## src/rtl/sync_marker_seq.sv

```systemverilog
// Sync-marker transmitter: emits the INIT/TRAIN/VCTM/DELAY/TEXE/LEAK/SIM_EXIT
// marker stream as valid/inst/id commit beats, with optional gaps or fillers.
module sync_marker_seq #(
  parameter int TRAIN_ROUNDS = 2,
  parameter int GAP_W        = 8,
  parameter int ID_W         = 8
) (
  input  logic             clock,
  input  logic             reset,
  input  logic             start,
  input  logic [GAP_W-1:0] gap,
  input  logic             fill_nop,
  input  logic             skip_delay,
  input  logic             abort,
  input  logic             out_ready,
  output logic             out_valid,
  output logic [31:0]      out_inst,
  output logic [ID_W-1:0]  out_id,
  output logic             busy,
  output logic             done
);

  localparam int RND_W = (TRAIN_ROUNDS > 0) ? $clog2(TRAIN_ROUNDS + 1) : 1;

  localparam logic [3:0] K_VCTM_START  = 4'd0;
  localparam logic [3:0] K_VCTM_END    = 4'd1;
  localparam logic [3:0] K_DELAY_START = 4'd2;
  localparam logic [3:0] K_DELAY_END   = 4'd3;
  localparam logic [3:0] K_TEXE_START  = 4'd4;
  localparam logic [3:0] K_TEXE_END    = 4'd5;
  localparam logic [3:0] K_LEAK_START  = 4'd6;
  localparam logic [3:0] K_LEAK_END    = 4'd7;
  localparam logic [3:0] K_INIT_START  = 4'd8;
  localparam logic [3:0] K_INIT_END    = 4'd9;
  localparam logic [3:0] K_TRAIN_START = 4'd12;
  localparam logic [3:0] K_TRAIN_END   = 4'd13;
  localparam logic [3:0] K_SIM_EXIT    = 4'd14;

  localparam logic [31:0] FILLER_INST = 32'h0000_0013;

  typedef enum logic [1:0] {
    ST_IDLE,
    ST_EMIT,
    ST_GAP,
    ST_DONE
  } state_t;

  state_t           state_reg, state_next;
  logic [3:0]       marker_reg, marker_next, marker_adv;
  logic [RND_W-1:0] round_reg, round_next;
  logic [GAP_W-1:0] gap_cnt_reg, gap_cnt_next;
  logic [GAP_W-1:0] gap_cfg_reg, gap_cfg_next;
  logic             fill_cfg_reg, fill_cfg_next;
  logic             skip_cfg_reg, skip_cfg_next;
  logic [ID_W-1:0]  id_reg, id_next;
  logic             last_round;
  logic             accept;

  // slti x0, x0, k
  function automatic logic [31:0] encode_marker(input logic [3:0] k);
    return {8'h00, k, 20'h02013};
  endfunction

  always_ff @(posedge clock or posedge reset) begin
    if (reset) begin
      state_reg    <= ST_IDLE;
      marker_reg   <= K_INIT_START;
      round_reg    <= '0;
      gap_cnt_reg  <= '0;
      gap_cfg_reg  <= '0;
      fill_cfg_reg <= 1'b0;
      skip_cfg_reg <= 1'b0;
      id_reg       <= '0;
    end else begin
      state_reg    <= state_next;
      marker_reg   <= marker_next;
      round_reg    <= round_next;
      gap_cnt_reg  <= gap_cnt_next;
      gap_cfg_reg  <= gap_cfg_next;
      fill_cfg_reg <= fill_cfg_next;
      skip_cfg_reg <= skip_cfg_next;
      id_reg       <= id_next;
    end
  end

  // The TRAIN_END being accepted right now closes the final round.
  assign last_round = (({1'b0, round_reg} + (RND_W + 1)'(1)) == (RND_W + 1)'(TRAIN_ROUNDS));

  always_comb begin
    marker_adv = K_SIM_EXIT;
    case (marker_reg)
      K_INIT_START:  marker_adv = K_INIT_END;
      K_INIT_END:    marker_adv = (TRAIN_ROUNDS > 0) ? K_TRAIN_START : K_VCTM_START;
      K_TRAIN_START: marker_adv = K_TRAIN_END;
      K_TRAIN_END:   marker_adv = last_round ? K_VCTM_START : K_TRAIN_START;
      K_VCTM_START:  marker_adv = skip_cfg_reg ? K_TEXE_START : K_DELAY_START;
      K_DELAY_START: marker_adv = K_DELAY_END;
      K_DELAY_END:   marker_adv = K_TEXE_START;
      K_TEXE_START:  marker_adv = K_TEXE_END;
      K_TEXE_END:    marker_adv = K_LEAK_START;
      K_LEAK_START:  marker_adv = K_LEAK_END;
      K_LEAK_END:    marker_adv = K_VCTM_END;
      K_VCTM_END:    marker_adv = K_SIM_EXIT;
      default:       marker_adv = K_SIM_EXIT;
    endcase
  end

  always_comb begin
    out_valid = (state_reg == ST_EMIT) || ((state_reg == ST_GAP) && fill_cfg_reg);
    out_inst  = '0;
    if (state_reg == ST_EMIT) begin
      out_inst = encode_marker(marker_reg);
    end else if ((state_reg == ST_GAP) && fill_cfg_reg) begin
      out_inst = FILLER_INST;
    end
    out_id = id_reg;
    busy   = (state_reg == ST_EMIT) || (state_reg == ST_GAP);
    done   = (state_reg == ST_DONE);
  end

  assign accept = out_valid && out_ready;

  always_comb begin
    state_next    = state_reg;
    marker_next   = marker_reg;
    round_next    = round_reg;
    gap_cnt_next  = gap_cnt_reg;
    gap_cfg_next  = gap_cfg_reg;
    fill_cfg_next = fill_cfg_reg;
    skip_cfg_next = skip_cfg_reg;
    id_next       = id_reg;

    if (abort) begin
      state_next   = ST_IDLE;
      gap_cnt_next = '0;
    end else begin
      case (state_reg)
        ST_IDLE, ST_DONE: begin
          if (start) begin
            gap_cfg_next  = gap;
            fill_cfg_next = fill_nop;
            skip_cfg_next = skip_delay;
            marker_next   = K_INIT_START;
            round_next    = '0;
            gap_cnt_next  = '0;
            id_next       = '0;
            state_next    = ST_EMIT;
          end
        end
        ST_EMIT: begin
          if (accept) begin
            id_next = id_reg + ID_W'(1);
            if (marker_reg == K_SIM_EXIT) begin
              state_next = ST_DONE;
            end else begin
              // Advance now; the marker is not shown again during the gap.
              marker_next = marker_adv;
              if (marker_reg == K_TRAIN_END) begin
                round_next = round_reg + RND_W'(1);
              end
              if (gap_cfg_reg != '0) begin
                gap_cnt_next = gap_cfg_reg;
                state_next   = ST_GAP;
              end
            end
          end
        end
        ST_GAP: begin
          if (!fill_cfg_reg || out_ready) begin
            gap_cnt_next = gap_cnt_reg - GAP_W'(1);
            if (fill_cfg_reg) begin
              id_next = id_reg + ID_W'(1);
            end
            if (gap_cnt_reg == GAP_W'(1)) begin
              state_next = ST_EMIT;
            end
          end
        end
        default: state_next = ST_IDLE;
      endcase
    end
  end

endmodule

```

## config.mk

```make
export PLATFORM = sky130hd
export DESIGN_NAME = sync_marker_seq
export DESIGN_NICKNAME = d
export VERILOG_FILES = /design/src/rtl/sync_marker_seq.sv
export SDC_FILE = /design/constraint.sdc
export NUM_CORES = 1
export LEC_CHECK = 0
export ABC_AREA = 1
export CORE_ASPECT_RATIO = 0.6
export CORE_MARGIN = 5
export CORE_UTILIZATION = 30
export DETAILED_ROUTE_END_ITERATION = 8
export PLACE_DENSITY = 0.52
export SETUP_SLACK_MARGIN = 0.05
export SLEW_MARGIN = 20
export SYNTH_ARGS = -nofsm -noshare
export SYNTH_HDL_FRONTEND = slang
export SYNTH_SLANG_ARGS = --single-unit
```

## constraint.sdc

```tcl
create_clock -name clock -period 3.4 [get_ports clock]
set_input_delay 0.68 -clock clock [delete_from_list [all_inputs] [get_ports clock]]
set_output_delay 0.68 -clock clock [all_outputs]
set_load 0.02 [all_outputs]
```

==> metrics.md, run 1 <==
| Metric | Value |
|---|---|
| Terminus of the critical flop-to-flop path | `gap_cnt_reg[5]$_DFFE_PP0P_` |
| Pins Over Slew Limit | `0` |
| Family with the most delay on the worst path | `buffers and inverters` |
| Reg2reg start | `state_reg[1]$_DFFE_PP0P_` |
| Routed len/inst | `12.03 µm` |
| Ant. Diodes | `0` |
| TritonCTS Buffers | `5` |
| Synth Area in XOR/XNOR | `0.7334%` |
| Crit-path max cell delay | `0.61 ns` |
| Final setup vio count | `0` |
| Critical Path Source | `state_reg[1]$_DFFE_PP0P_` |
| Yosys reg bits | `34` |
| Max Clk Rate | `0.3382 GHz` |
| Pwr Density | `860.2 mW/mm²` |
| Largest family of logic cells by synthesized area | `simple AND/OR/NAND/NOR gates` |
| Critical-path top delay cell | `clkdlybuf4s50_1` |
| Initial antenna violation count | `0` |
| All-Layer GR Usage | `12.11%` |
| Die height | `79.12 µm` |
| CP arrival | `2.28 ns` |
| Clock-pin slew on the worst setup and hold paths | `0.06 ns` |
| Area growth syn-to-layout | `21.74%` |
| Clock tree buffer depth | `2` |
| Hold Vio Cnt, Final | `0` |
| CP cell instances | `inv_1, ha_1, inv_2, nand2_2, clkdlybuf4s50_1` |
| Crit end category | `output pin` |
| Worst Path Required | `2.72 ns` |
| Total grt overflow | `0` |
| Ports | `58` |
| Fin crit period | `2.957 ns` |
| Final WL | `5.691 mm` |
| RSZ-0062 raised after global routing | `false` |
| Mux share of post-synthesis cell area | `3.300%` |
| Unique masters post-synth | `33` |
| Period utilisation layout | `86.97%` |
| CTS tree | `built` |
| Root buffer cell | `clkbuf_16` |
| Setup Skew | `0.007404 ns` |
| Setup slack after layout | `0.4431 ns` |
| Largest net degree at the start of global routing | `19` |
| DRC | `0` |
| Compound-Gate Fraction of Synth Area | `7.438%` |
| HPWL Detailed | `4.416 mm` |
| Mapped cell area | `0.002389 mm²` |
| Layout cell share with drive strength beyond 1 | `8.767%` |
| First-pass GRT wire length | `9.777 mm` |
| Worst Tran Pin Value | `0.6828 ns` |
| Leak Pwr | `1.423 nW` |
| CP Buf/Inv Count | `3` |
| Port Buffers | `33` |
| Most frequent cells in the layout | `100 x nand2_1, 35 x inv_1, 33 x nor2_1, 33 x dfrtp_1, 33 x clkdlybuf4s50_1` |
| CP Depth | `5` |
| Dpl ws | `0.7032 ns` |
| Post-synthesis adder-cell area fraction | `4.191%` |
| Max Cap Viol | `0` |
| Crit path max fanout | `17` |
| Vias in the first global route | `1,971` |
| Worst reg2reg path depth | `11` |
| Area share of and/or/nand/nor cells after synthesis | `32.53%` |
| Post-Syn Instances | `333` |
| Total negative setup slack | `0 ns` |
| DR iter-0 viols | `156` |
| Status | `completed` |
| NumNets Final | `387` |
| Kind of start point of the critical path | `register` |
| Worst vdd ir | `0.3354 mV` |
| Full die area | `0.009905 mm²` |
| Core Rows | `25` |
| Crit Path Class | `reg -> out` |
| Via count | `2,040` |
| Avg Synthesized Cell Area | `7.173 µm²` |
| Hold crit path type | `reg -> reg` |
| Final GP Congestion | `0.8173` |
| Die width | `125.2 µm` |
| First drt pass iteration count | `4` |
| Post-DRT Antenna Nets | `0` |
| Commonest non-fill, non-tap cell in the layout | `nand2_1` |
| Core ar. | `0.007820 mm²` |
| Via/cell ratio | `4.313` |
| Starting Density | `30.54%` |
| R2R Setup Slk | `1.29 ns` |
| Synth Warn # | `0` |
| Fill cells | `834` |
| Hold Buf Count CTS | `0` |
| Post-synthesis sequential area ratio | `35.67%` |
| Clock sink count | `34` |
| Slew HR | `54.43%` |
| Setup bufs post-CTS | `0` |
| Htree depth | `2` |
| Setup crit end | `out_inst[0]` |
| CTS-repair resized insts | `0` |
| Worst-Skew Late Latency | `0.28 ns` |
## through the flow
step	cells	power [mW]	hold WS, ns	area [µm²]	utilization [%]
floorplan	356	1.578	0.4488	2475	-
global placement	465	1.906	0.4670	2714	34.70
detailed placement	465	1.913	0.4742	2714	34.70
CTS	473	2.524	0.4874	2908	37.18
global route	473	2.734	0.5028	2908	37.18
finish	473	2.501	0.4837	2908	37.18
## worst min-delay path, stage by stage (launching register included)
cell     delay, ns
dfrtp_1       0.34
nand2_1       0.05
nand2_1       0.06
## how the worst min path moves through the flow
stage / startpoint / to / cells after the start
3_3_place_gp: gap_cnt_reg[6]$_DFFE_PP0P_ / gap_cnt_reg[6]$_DFFE_PP0P_ / 2
4_1_cts: gap_cnt_reg[6]$_DFFE_PP0P_ / gap_cnt_reg[6]$_DFFE_PP0P_ / 2
6_report: gap_cnt_reg[6]$_DFFE_PP0P_ / gap_cnt_reg[6]$_DFFE_PP0P_ / 2
2_1_floorplan: gap_cnt_reg[6]$_DFFE_PP0P_ / gap_cnt_reg[6]$_DFFE_PP0P_ / 2
5_1_grt: round_reg[1]$_DFFE_PP0P_ / round_reg[1]$_DFFE_PP0P_ / 2
3_5_place_dp: gap_cnt_reg[6]$_DFFE_PP0P_ / gap_cnt_reg[6]$_DFFE_PP0P_ / 2
## logic make-up after synthesis
| logic type | after synthesis |
|---|---|
| buf+inv | 72 |
| fa+ha+maj | 8 |
| compound gates | 33 |
| other cells | 1 |
| mux | 7 |
| flops | 34 |
| xor+xnor | 2 |
| simple gates | 176 |
## final cells by class
| cell class | count | area [µm²] | share of cell area [%] |
|---|---|---|---|
| Clock inverter | 3 | 68.82 | 2.367 |
| Timing Repair Buffer | 34 | 337.8 | 11.62 |
| Tap cell | 108 | 135.1 | 4.647 |
| Multi-Input combinational cell | 250 | 1241 | 42.68 |
| Sequential cell | 34 | 852.1 | 29.30 |
| Clock buffer | 5 | 125.1 | 4.303 |
| Inverter | 39 | 147.6 | 5.077 |
## synth_stat cells (all sizes together)
| cell | n | area share (%) |
|---|---|---|
| nor3 | 2 | 0.63 |
| or2 | 3 | 0.79 |
| nand4 | 8 | 2.1 |
| inv | 38 | 6.0 |
| o21ai | 17 | 3.6 |
| o31ai | 1 | 0.31 |
| ha | 8 | 4.2 |
| mux2 | 7 | 3.3 |
| o21bai | 1 | 0.31 |
| nor2 | 37 | 7.0 |
| o22ai | 2 | 0.52 |
| nand3b | 2 | 0.63 |
| nand2 | 102 | 16 |
| xnor2 | 2 | 0.73 |
| a211oi | 1 | 0.31 |
| a21oi | 10 | 2.1 |
| dfstp | 1 | 1.1 |
| nand3 | 22 | 5.1 |
| clkbuf | 1 | 0.16 |
| a22oi | 1 | 0.31 |
| clkinv | 1 | 0.21 |
| buf | 32 | 9.6 |
| dfrtp | 33 | 35 |
| conb | 1 | 0.16 |
## report_power, final
group	switching (mW)	leakage, nW	internal (mW)
clock network	0.177	0.0940	0.421
registers	0.158	0.439	0.545
logic	0.737	0.890	0.464
total	1.07	1.42	1.43
## layer usage
metal / wire [µm] / global-route usage [%] / up-vias
li1: - / - / 1071
met1: 3099 / 18.71 / 922
met2: 2268 / 16.18 / 45
met5: 0 / 0 / -
met4: 8 / 2.273 / 0
met3: 314 / 3.898 / 2
(Power assumes the default switching activity.)
==> inputs of run 2 (changes only) <==
Settings changed: CORE_UTILIZATION 30 to 31, PLACE_DENSITY 0.52 to 0.53.
==> metrics.md, run 2 (same netlist as run 1, synthesis figures left out) <==
| Metric | Value |
|---|---|
| Routed len/inst | `12.65 µm` |
| Max Clk Rate | `0.3774 GHz` |
| Crit Path Class | `reg -> out` |
| TritonCTS Buffers | `5` |
| Core Rows | `24` |
| Worst Path Required | `2.72 ns` |
| Pwr Density | `853.2 mW/mm²` |
| Hold crit path type | `reg -> reg` |
| Post-layout util | `39.06%` |
| Crit-path max cell delay | `0.62 ns` |
| Placed insts | `462` |
| Area growth syn-to-layout | `20.80%` |
| All-Layer GR Usage | `13.46%` |
| Ant. Diodes | `0` |
| DR iter-0 viols | `132` |
| Int Pwr | `1.378 mW` |
| Leak Pwr | `1.417 nW` |
| Ports | `58` |
| Initial antenna violation count | `0` |
| Overall Power | `2.462 mW` |
| Status | `completed` |
| CP cell instances | `inv_1, ha_1, nand2_1, nand2_2, clkdlybuf4s50_1` |
| Setup bufs post-CTS | `0` |
| Core ar. | `0.007387 mm²` |
| Setup Skew | `0.005989 ns` |
| Htree depth | `2` |
| Crit path max fanout | `8` |
| Final setup vio count | `0` |
| Hold Vio Cnt, Final | `0` |
| Final WL | `5.931 mm` |
| NumNets Final | `388` |
| Die width | `123.3 µm` |
| Sw Pwr | `1.084 mW` |
| CTS-repair resized insts | `0` |
| CP arrival | `1.97 ns` |
| Largest net degree at the start of global routing | `35` |
| Clock tree buffer depth | `2` |
| Starting Density | `32.33%` |
| Pins Over Slew Limit | `0` |
| Kind of start point of the critical path | `register` |
| Net Sw Frac | `44.04%` |
| Worst-Skew Late Latency | `0.28 ns` |
| Worst vdd ir | `0.3357 mV` |
| CP Buf/Inv Count | `2` |
| Hold Buf Count CTS | `0` |
| Commonest non-fill, non-tap cell in the layout | `nand2_1` |
| Clock share of power | `21.5%` |
| Full die area | `0.009618 mm²` |
| First-pass GRT wire length | `10.12 mm` |
| Die height | `77.99 µm` |
| DR WL met3 | `383 µm` |
| Comb power frac | `49.5%` |
| Most frequent cells in the layout | `100 x nand2_1, 35 x inv_1, 33 x nor2_1, 33 x dfrtp_1, 33 x clkdlybuf4s50_1` |
| Layout cell share with drive strength beyond 1 | `8.767%` |
| Share of total power in sequential cells | `28.9%` |
| Worst Tran Pin Value | `0.6447 ns` |
| Total grt overflow | `0` |
| Post-DRT Antenna Nets | `0` |
| Via/cell ratio | `4.267` |
| Final GP Congestion | `0.8886` |
| HPWL Detailed | `4.537 mm` |
| Via count | `2,001` |
| Clock sink count | `34` |
| Max Cap Viol | `0` |
| DR top layer | `met4` |
| Critical-path top delay cell | `clkdlybuf4s50_1` |
| Clock-pin slew on the worst setup and hold paths | `0.05 ns` |
| Fin crit period | `2.649 ns` |
| Vias in the first global route | `2,020` |
| Period utilisation layout | `77.92%` |
| CTS tree | `built` |
| DRC | `0` |
| First drt pass iteration count | `4` |
| M1 wire length | `3.242 mm` |
| Final Non-Filler Cells | `469` |
| Port Buffers | `33` |
| Total negative setup slack | `0 ns` |
| Root buffer cell | `clkbuf_16` |
| Family with the most delay on the worst path | `buffers and inverters` |
| Crit end category | `output pin` |
| DR WL met2 | `2.288 mm` |
| Slew HR | `56.86%` |
| RSZ-0062 raised after global routing | `false` |
## run 2: cell count changes in the layout (fill, tap and decap cells not counted)
cell,delta
bufinv_16,-1
clkinv_4,-1
clkbuf_8,+1
buf_4,+1
## run 2: area by class of cell
cell class	instances	area (µm²)
timing repair buffer	35	345.3
sequential	34	852.1
multi-input combinational	250	1241
tap	104	130.1
clock buffer	6	138.9
inverter	39	147.6
clock inverter	1	30.03
fill	746	4502
## run 2: final timing paths
kind                                       startpoint                    endpoint  slack, ns  depth (start not counted)
max in group asynchronous                       reset   marker_reg[3]$_DFFE_PP1P_       2.24                          3
setup / recovery             state_reg[0]$_DFFE_PP0P_                 out_inst[0]       0.75                          5
setup reg to reg             state_reg[1]$_DFFE_PP0P_       out_id[6]$_DFFE_PP0P_       1.33                          8
min in group asynchronous                       reset       out_id[0]$_DFFE_PP0P_       0.81                          3
hold reg to reg            gap_cnt_reg[6]$_DFFE_PP0P_  gap_cnt_reg[6]$_DFFE_PP0P_       0.48                          2
hold / removal             gap_cnt_reg[6]$_DFFE_PP0P_  gap_cnt_reg[6]$_DFFE_PP0P_       0.48                          2
## run 2: per-layer routing
| metal | vias up | global-route usage (%) |
|---|---|---|
| li1 | 1071 | - |
| met1 | 867 | 21.63 |
| met2 | 61 | 17.67 |
| met3 | 2 | 3.634 |
| met4 | 0 | 2.320 |
| met5 | - | 0 |
## run 2: power groups by stage
stage | combinational, mW | clock (mW) | sequential [mW]
after floorplan | 0.925 | 0 | 0.653
after global placement | 1.21 | 0 | 0.715
after detailed placement | 1.22 | 0 | 0.717
after CTS | 1.22 | 0.544 | 0.711
after global routing | 1.39 | 0.561 | 0.742
final | 1.22 | 0.530 | 0.712
## run 2: tightest hold or removal path: stages, from the launching register on
cell	delay (ns)
dfrtp_1	0.34
nand2_1	0.05
nand2_1	0.06
## run 2: stage by stage
| stage | hold WS (ns) | area [µm²] | worst slack [ns] |
|---|---|---|---|
| 2_1_floorplan | 0.4488 | 2475 | 1.361 |
| 3_3_place_gp | 0.4670 | 2716 | 1.044 |
| 3_5_place_dp | 0.4752 | 2716 | 1.017 |
| 4_1_cts | 0.4879 | 2885 | 0.7213 |
| 5_1_grt | 0.5154 | 2885 | 0.6386 |
| 6_report | 0.4835 | 2885 | 0.7506 |
==> inputs of run 3 (changes only) <==
Settings changed: PLACE_DENSITY 0.53 to 0.55.
Clock period 3.4 ns to 2.32 ns, I/O delays scaled along.
==> metrics.md, run 3 (same netlist as run 1, synthesis figures left out) <==
| Metric | Value |
|---|---|
| Status | `completed` |
| Full die area | `0.009618 mm²` |
| Max Clk Rate | `0.4709 GHz` |
| Commonest non-fill, non-tap cell in the layout | `nand2_1` |
| Post-DRT Antenna Nets | `0` |
| DRC | `0` |
| Final setup vio count | `0` |
| RSZ-0062 raised after global routing | `false` |
| Via count | `2,057` |
| Kind of start point of the critical path | `register` |
| Max Cap Viol | `0` |
| Reg2reg start | `state_reg[0]$_DFFE_PP0P_` |
| Port Buffers | `33` |
| Critical-path top delay cell | `clkdlybuf4s50_1` |
| Hold WS | `0.4894 ns` |
| Pins Over Slew Limit | `0` |
| Total grt overflow | `0` |
| All-Layer GR Usage | `13.36%` |
| Worst Path Required | `1.86 ns` |
| Fin crit period | `2.124 ns` |
| Clock tree buffer depth | `2` |
| Final GP Congestion | `0.9021` |
| Dpl ws | `0.1189 ns` |
| First-pass GRT wire length | `10.12 mm` |
| First drt pass iteration count | `4` |
| Worst vdd ir | `0.5810 mV` |
| Crit end category | `output pin` |
| R2R Setup Slk | `0.32 ns` |
| CTS-repair resized insts | `5` |
| Hold crit path type | `reg -> reg` |
| Hold Buf Count CTS | `0` |
| Root buffer cell | `clkbuf_16` |
| Area growth syn-to-layout | `23.57%` |
| Crit Path Class | `reg -> out` |
| Vias in the first global route | `2,022` |
| CP arrival | `1.66 ns` |
| Core ar. | `0.007387 mm²` |
| Setup bufs post-CTS | `0` |
| Crit path max fanout | `11` |
| Most frequent cells in the layout | `100 x nand2_1, 35 x inv_1, 33 x nor2_1, 33 x dfrtp_1` |
| Largest net degree at the start of global routing | `35` |
| Setup crit end | `out_inst[13]` |
| Clock-pin slew on the worst setup and hold paths | `0.06 ns` |
| Worst reg2reg path depth | `12` |
| Starting Density | `32.33%` |
| Pwr Density | `1219 mW/mm²` |
| HPWL Detailed | `4.535 mm` |
| Routed len/inst | `12.28 µm` |
| Leak Pwr | `1.549 nW` |
| Die height | `77.99 µm` |
| Setup slack after layout | `0.1964 ns` |
| Terminus of the critical flop-to-flop path | `gap_cnt_reg[7]$_DFFE_PP0P_` |
| Ports | `58` |
| DR iter-0 viols | `188` |
| Footprint of the multi-input gates | `0.001254 mm²` |
| Initial antenna violation count | `0` |
| Post-DP Area | `0.002761 mm²` |
| Cell area after layout | `0.002952 mm²` |
| Hold path startpoint | `round_reg[1]$_DFFE_PP0P_` |
| Setup Skew | `0.005174 ns` |
| Core Rows | `24` |
| Htree depth | `2` |
| Fill cells | `792` |
| Ant. Diodes | `0` |
| FF/Latch Area | `852.1 µm²` |
| Crit-path max cell delay | `0.63 ns` |
| Period utilisation layout | `91.54%` |
| CTS tree | `built` |
| CP cell instances | `inv_1, ha_4, clkdlybuf4s50_1` |
| Critical Path Source | `state_reg[1]$_DFFE_PP0P_` |
| Hold Vio Cnt, Final | `0` |
| Total negative setup slack | `0 ns` |
| Clock sink count | `34` |
| TritonCTS Buffers | `5` |
| Die width | `123.3 µm` |
| Worst-Skew Late Latency | `0.28 ns` |
| Final WL | `5.847 mm` |
| Layout cell share with drive strength beyond 1 | `10.75%` |
| Via/cell ratio | `4.321` |
| NumNets Final | `394` |
## run 3: worst min path at each step
stage	depth (start not counted)	slack, ns	end
after floorplan	2	0.45	gap_cnt_reg[6]$_DFFE_PP0P_
after global placement	2	0.47	gap_cnt_reg[6]$_DFFE_PP0P_
after detailed placement	2	0.48	round_reg[1]$_DFFE_PP0P_
after CTS	2	0.50	round_reg[1]$_DFFE_PP0P_
after global routing	2	0.55	gap_cnt_reg[6]$_DFFE_PP0P_
final	2	0.49	round_reg[1]$_DFFE_PP0P_
## run 3: critical path: cells and delay by family (launching register included)
family | cells | cell delay, ns
buf+inv | 2 | 0.74
fa+ha+maj | 1 | 0.21
flops | 1 | 0.43
## run 3: final cells by class
type | instances | area share [%]
Timing Repair Buffer | 41 | 13.61
Tap cell | 104 | 4.409
Clock buffer | 8 | 5.638
Multi-Input combinational cell | 250 | 42.48
Sequential cell | 34 | 28.87
Inverter | 39 | 5.002
## run 3: through the flow
stage | util [%] | std cells | total power, mW
finish | 39.96 | 476 | 3.599
global placement | 37.38 | 468 | 2.862
global route | 39.96 | 476 | 3.930
detailed placement | 37.38 | 468 | 2.885
floorplan | - | 356 | 2.313
CTS | 39.75 | 476 | 3.633
## run 3: power by group
group	total, mW	switching, mW	leakage, nW	internal [mW]
Sequential	1.03	0.235	0.439	0.799
Clock	0.734	0.248	0.0832	0.486
Combinational	1.83	1.11	1.03	0.721
Total	3.60	1.59	1.55	2.01
## run 3: per-layer routing
layer | track usage (%) | vias to the layer above | wire, µm
li1 | - | 1076 | -
met1 | 20.66 | 920 | 3094
met2 | 17.94 | 56 | 2329
met3 | 3.924 | 5 | 381
met4 | 2.983 | 0 | 42
met5 | 0 | - | 0
